==> src/rtl/add_seq_ctrl_pkg.sv <==
// add_seq_ctrl_pkg: shared state encoding and slice width for the sequenced wide adder
package add_seq_ctrl_pkg;
  localparam int SLICE_W = 32;
  typedef enum logic [1:0] {IDLE = 2'd0, RUN = 2'd1, DONE = 2'd2} state_t;
endpackage

==> src/rtl/csa_32b_by_rca.sv <==
// csa_32b_by_rca: 32-bit carry-select adder built from 16-bit ripple-carry blocks
module csa_32b_by_rca (
  output logic [31:0] sum,
  output logic        c_out,
  output logic        ovf,
  input  logic [31:0] a,
  input  logic [31:0] b,
  input  logic        c_in
);
  function automatic logic [16:0] rca16(input logic [15:0] x, input logic [15:0] y, input logic ci);
    logic [15:0] s;
    logic c;
    c = ci;
    s = '0;
    for (int i = 0; i < 16; i++) begin
      s[i] = x[i] ^ y[i] ^ c;
      c = (x[i] & y[i]) | (c & (x[i] ^ y[i]));
    end
    return {c, s};
  endfunction
  logic [16:0] lo, hi0, hi1, hi;
  assign lo  = rca16(a[15:0], b[15:0], c_in);
  assign hi0 = rca16(a[31:16], b[31:16], 1'b0);
  assign hi1 = rca16(a[31:16], b[31:16], 1'b1);
  assign hi  = lo[16] ? hi1 : hi0;
  assign sum = {hi[15:0], lo[15:0]};
  assign c_out = hi[16];
  assign ovf = (a[31] ~^ b[31]) & (sum[31] ^ a[31]);
endmodule

==> src/rtl/add_seq_ctrl.sv <==
// add_seq_ctrl: wide add/subtract sequenced one 32-bit slice per cycle, low word first,
// through a single shared carry-select adder with the carry registered between slices.
module add_seq_ctrl
  import add_seq_ctrl_pkg::*;
#(
  parameter int N_WORDS = 2,
  localparam int W = SLICE_W * N_WORDS
) (
  input  logic         clock,
  input  logic         reset_n,
  input  logic         req_valid,
  output logic         req_ready,
  input  logic         req_sub,
  input  logic         req_cin,
  input  logic [W-1:0] req_a,
  input  logic [W-1:0] req_b,
  output logic         res_valid,
  input  logic         res_ready,
  output logic [W-1:0] res_sum,
  output logic         res_cout,
  output logic         res_ovf,
  output logic         busy
);
  localparam int CW = N_WORDS > 1 ? $clog2(N_WORDS) : 1;
  state_t state, state_nx;
  logic [W-1:0] a_q, b_q;
  logic [CW-1:0] cnt;
  logic carry, last, accept, c_out, ovf;
  logic [SLICE_W-1:0] a_sl, b_sl, sum;
  assign a_sl = a_q[SLICE_W*int'(cnt) +: SLICE_W];
  assign b_sl = b_q[SLICE_W*int'(cnt) +: SLICE_W];
  assign last = cnt == CW'(N_WORDS - 1);
  assign accept = state == IDLE && req_valid;
  csa_32b_by_rca u_csa (
    .sum  (sum),
    .c_out(c_out),
    .ovf  (ovf),
    .a    (a_sl),
    .b    (b_sl),
    .c_in (carry)
  );
  always_comb begin
    state_nx = state == IDLE ? (req_valid ? RUN : IDLE) :
               state == RUN  ? (last ? DONE : RUN) :
               state == DONE ? (res_ready ? IDLE : DONE) : IDLE;
    req_ready = state == IDLE;
    busy = state != IDLE;
    res_valid = state == DONE;
  end
  always_ff @(posedge clock or negedge reset_n)
    if (!reset_n) state <= IDLE;
    else state <= state_nx;
  // Subtract is a + ~b + 1: the +1 rides in as the slice-0 carry.
  always_ff @(posedge clock or negedge reset_n) begin
    if (!reset_n) begin
      a_q <= '0;
      b_q <= '0;
      cnt <= '0;
      carry <= 1'b0;
      res_sum <= '0;
      res_cout <= 1'b0;
      res_ovf <= 1'b0;
    end else if (accept) begin
      a_q <= req_a;
      b_q <= req_sub ? ~req_b : req_b;
      carry <= req_sub | req_cin;
      cnt <= '0;
      res_sum <= '0;
    end else if (state == RUN) begin
      res_sum[SLICE_W*int'(cnt) +: SLICE_W] <= sum;
      carry <= c_out;
      if (last) begin
        res_cout <= c_out;
        res_ovf <= ovf;
      end else cnt <= cnt + 1'b1;
    end
  end
endmodule

==> config.mk <==
export PLATFORM = sky130hd
export DESIGN_NAME = add_seq_ctrl
export DESIGN_NICKNAME = d
export VERILOG_FILES = /design/src/rtl/add_seq_ctrl_pkg.sv /design/src/rtl/csa_32b_by_rca.sv /design/src/rtl/add_seq_ctrl.sv
export SDC_FILE = /design/constraint.sdc
export NUM_CORES = 1
export LEC_CHECK = 0
export BUFFER_PORTS_ARGS = -buffer_cell sky130_fd_sc_hd__buf_2
export CAP_MARGIN = 30
export CORE_MARGIN = 4
export CORE_UTILIZATION = 54
export CTS_CLUSTER_SIZE = 12
export DETAILED_ROUTE_END_ITERATION = 10
export PLACE_DENSITY_LB_ADDON = 0.05
export SETUP_SLACK_MARGIN = 0.15
export SLEW_MARGIN = 20
export SYNTH_ARGS = -nofsm -noshare
export SYNTH_HDL_FRONTEND = slang
export SYNTH_SLANG_ARGS = --single-unit
==> constraint.sdc <==
create_clock -name clock -period 15.4 [get_ports clock]
set_input_delay 0 -clock clock [delete_from_list [all_inputs] [get_ports clock]]
set_output_delay 0 -clock clock [all_outputs]
set_load 0.02 [all_outputs]
==> summary.md <==
| Metric | Value |
|---|---|
| Outcome | `finished, final reports clean` |
| Syn avg cell area | `around 13 um^2` |
| Post-route clock skew | `roughly 0.0087 ns` |
| Post-synthesis sequential area ratio | `between 50% and 60%` |
| # clock sinks | `~200` |
| Crit path capture type | `register` |
| Initial Util | `55.0%` |
| CP max FO | `33` |
| Synth Area in XOR/XNOR | `6.34%` |
| Post-synthesis compound-gate area fraction | `10.1%` |
| Crit path required time | `15.72 ns` |
| F_max | `71.9 MHz` |
| Multiplexer share of the synthesized area | `roughly 15%` |
| Final setup violation count | `0` |
| Mapped Nets | `870` |
| Max Root-Sink Buffers | `2` |
| Fin. Hold Viols | `0` |
| Final #Nets | `1,186` |
| Pre-Repair DR Iteration Count | `4` |
| Startpoint Class | `register` |
| WS Path Type | `register to register` |
| Layout area overhead | `34.7%` |
| Num rows | `47` |
| Worst hold path class | `primary input to register` |
| Synth warn | `0` |
| Number of global-route vias before repair | `approximately 7k` |
| Adder-Cell Fraction of Synth Area | `between 7 and 8%` |
| Synth unique cells | `23` |
| FF-to-FF Start | `cnt` |
| I/O Buffers | `202` |
| Main area contributors after synthesis | `dfrtp_1, mux2_2, fa_1` |
| Max-cap violations | `0` |
| Num CTS Buffers | `17` |
| GRT Residual Overflow | `0` |
| Post-Synth Simple-Gate Area | `approximately 3.7%` |
| First-pass GRT wire length | `between 30,000 and 40,000 um` |
| Gr usage total | `between 20% and 30%` |
| Top cell type's share of synthesized area | `a little over half` |
| Die area | `between 15,000 and 20,000 um^2` |
| Critical Path Source | `cnt` |
| Most frequent CP cell | `fa_1` |
| CP Buf/Inv Count | `4` |
| Rel. slew slack | `between 30% and 40%` |
| Inst Count DP | `around 1.1k` |
| Initial antenna violation count | `0` |
| Critical-path top delay cell | `dfrtp_4` |
| Largest delay share family, worst path | `adder cells` |
| Final WL | `roughly 23,000 um` |
| Starting DRT DRC Count | `400` |
| Worst-Margin Slew | `slightly above 1 ns` |
| # Post-CTS Setup Buffers | `0` |
| Routability-driven placement congestion ratio | `between 0.7 and 0.8` |
| # IOs | `between 200 and 250` |
| Total negative slack | `0 ns` |
| FILL cells | `between 1k and 1.5k` |
| Crit share post-route | `approximately nine tenths` |
| Critical Path Max Stage Delay | `about 0.81 ns` |
| Worst-path clk slew | `0.07 ns` |
| WL/cell | `18.4 um` |
| Layout cells sized above 1 | `a little under a third` |
| Vias per inst | `5.33` |
| Period minus WS final | `between 10 and 15 ns` |
| Max Transition Viols Final | `0` |
| Largest family of logic cells by synthesized area | `multiplexers` |
| Hold_sp | `req_sub` |
| Layout Cells excl Fill | `roughly 1.3k` |
| Die Ht | `138 um` |
| DRT antenna net count | `0` |
| Total core area | `~17,000 um^2` |
| Residual DRC count | `0` |
| Critical Path AT | `14.23 ns` |
| Synthesized instance count | `approximately 700` |
| Leading area contributor after synthesis | `dfrtp_1` |
| Power per Cell Area | `222 nW/um^2` |
| Skew-Pair Late Insertion Delay | `0.42 ns` |
| # H-tree levels | `4` |
| Die W | `around 140 um` |
| Post-synthesis cell area | `between 9000 and 10,000 um^2` |
| Root buf cell | `clkbuf_16` |
| DR vias | `approximately 6.7k` |
| Total power | `about 2.7 mW` |
| RSZ-0062 raised after global routing | `false` |
| ANT cells | `0` |
| Detailed placement HPWL | `14,300 um` |
| CTS tree | `done` |
| #FFs+latches synth | `slightly below 200` |
| Leak | `roughly 5.6 nW` |
| Largest net degree at the start of global routing | `roughly 130` |
| VDD IR max | `roughly 0.00012 V` |
==> routing by layer <==
metal  routed length, um  share of wire (%)  global-route usage, %  up-vias
met2               11900                 52                   42.6      227
met5                   0                  0                      0        -
met1                9280                 40                   31.4     3346
met4                 505                2.2                   9.17        0
li1                    -                  -                      -     3059
met3                1360                5.9                   5.19       41
==> flip-flops by register name, summed over array words and instances, names as in the netlist <==
signal / flops
cnt: 1
state: 2
carry: 1
res_cout: 1
res_sum: 64
b_q: 64
res_ovf: 1
a_q: 64
==> cell usage after synthesis <==
| master | count |
|---|---|
| clkbuf_1 | 10 |
| nor2_1 | 67 |
| dfrtp_1 | 198 |
| buf_4 | 10 |
| o32ai_1 | 1 |
| o21ai_0 | 2 |
| o31ai_1 | 1 |
| xnor2_1 | 66 |
| inv_1 | 11 |
| ha_1 | 3 |
| nand2b_1 | 2 |
| mux2_2 | 70 |
| a21oi_1 | 65 |
| nand2_1 | 8 |
| or2_1 | 1 |
| buf_2 | 29 |
| a22o_1 | 6 |
| mux2i_1 | 58 |
| nand3b_1 | 1 |
| fa_1 | 31 |
| o2bb2ai_1 | 59 |
| nor3b_2 | 2 |
| and3b_1 | 1 |
==> final cells by class <==
type	count	area, um^2	area share (%)
Timing Repair Buffer	346	2530	20.6
Tap cell	220	275	2.24
Inverter	11	41.3	0.336
Clock inverter	13	144	1.17
Sequential cell	198	4960	40.4
Clock buffer	19	443	3.61
Multi-Input combinational cell	444	3890	31.7
==> final timing paths <==
path                          endpoint  slack (ns)  depth (start not counted)
max                            res_ovf        1.50                         39
min                             b_q[6]        0.16                          3
max reg2reg                    res_ovf        1.50                         39
min reg2reg                res_sum[10]        0.48                          1
max in group asynchronous  res_sum[25]       13.86                          4
min in group asynchronous  res_sum[42]        0.20                          2
==> cells by family (layout without fill, tap and decap cells) <==
group	after synthesis	count (layout)
DFF	198	198
buffers and inverters	60	389
AOI/OAI and AO/OA	134	134
adders and majority gates	34	34
muxes	128	128
and+or+nand+nor	82	82
xor gates and xnor gates	66	66
==> worst register-to-register path, delay by kind of cell (launching register included) <==
kind	cells	cell delay [ns]
AOI/OAI and AO/OA	2	0.33
xor gates and xnor gates	1	0.15
adders and majority gates	31	12.04
buffers and inverters	4	0.29
DFF	1	0.81
muxes	1	0.22
==> cells in the final DEF, fill, tap and decap left out, types with 2 or more instances in the layout <==
cell / synthesis / final
a21oi_1: 65 / 65
a22o_1: 6 / 6
buf_16: 0 / 5
buf_2: 29 / 200
buf_4: 10 / 8
bufinv_16: 0 / 2
clkbuf_16: 0 / 17
clkinv_2: 0 / 3
clkinv_4: 0 / 2
dfrtp_1: 198 / 197
dlygate4sd3_1: 0 / 132
fa_1: 31 / 31
ha_1: 3 / 3
inv_1: 11 / 11
inv_6: 0 / 5
mux2_2: 70 / 70
mux2i_1: 58 / 58
nand2_1: 8 / 8
nand2b_1: 2 / 2
nor2_1: 67 / 65
nor2_4: 0 / 2
o21ai_0: 2 / 2
o2bb2ai_1: 59 / 59
xnor2_1: 66 / 66
==> metrics by stage <==
| step | utilization, % | setup slack [ns] | hold slack (ns) | instance area [um^2] |
|---|---|---|---|---|
| final | 74.1 | 1.50 | 0.162 | 12300 |
| after global routing | 74.1 | 0.857 | 0.169 | 12300 |
| after CTS | 73.4 | 1.42 | 0.149 | 12200 |
| after detailed placement | 61.9 | 1.50 | 0.230 | 10300 |
| after global placement | 61.7 | 1.72 | 0.218 | 10200 |
| after floorplan | - | 2.08 | -0.296 | 9120 |
==> where the power goes <==
| part | internal [mW] | switching, mW |
|---|---|---|
| sequential | 0.759 | 0.149 |
| combinational | 0.628 | 0.747 |
| clock | 0.246 | 0.198 |
==> repair_timing <==
item                                   CTS  global route
endpoints found under the hold margin  257             0
resized for setup                        0             0
hold buffers                           132             0
(Power assumes the default switching activity.)
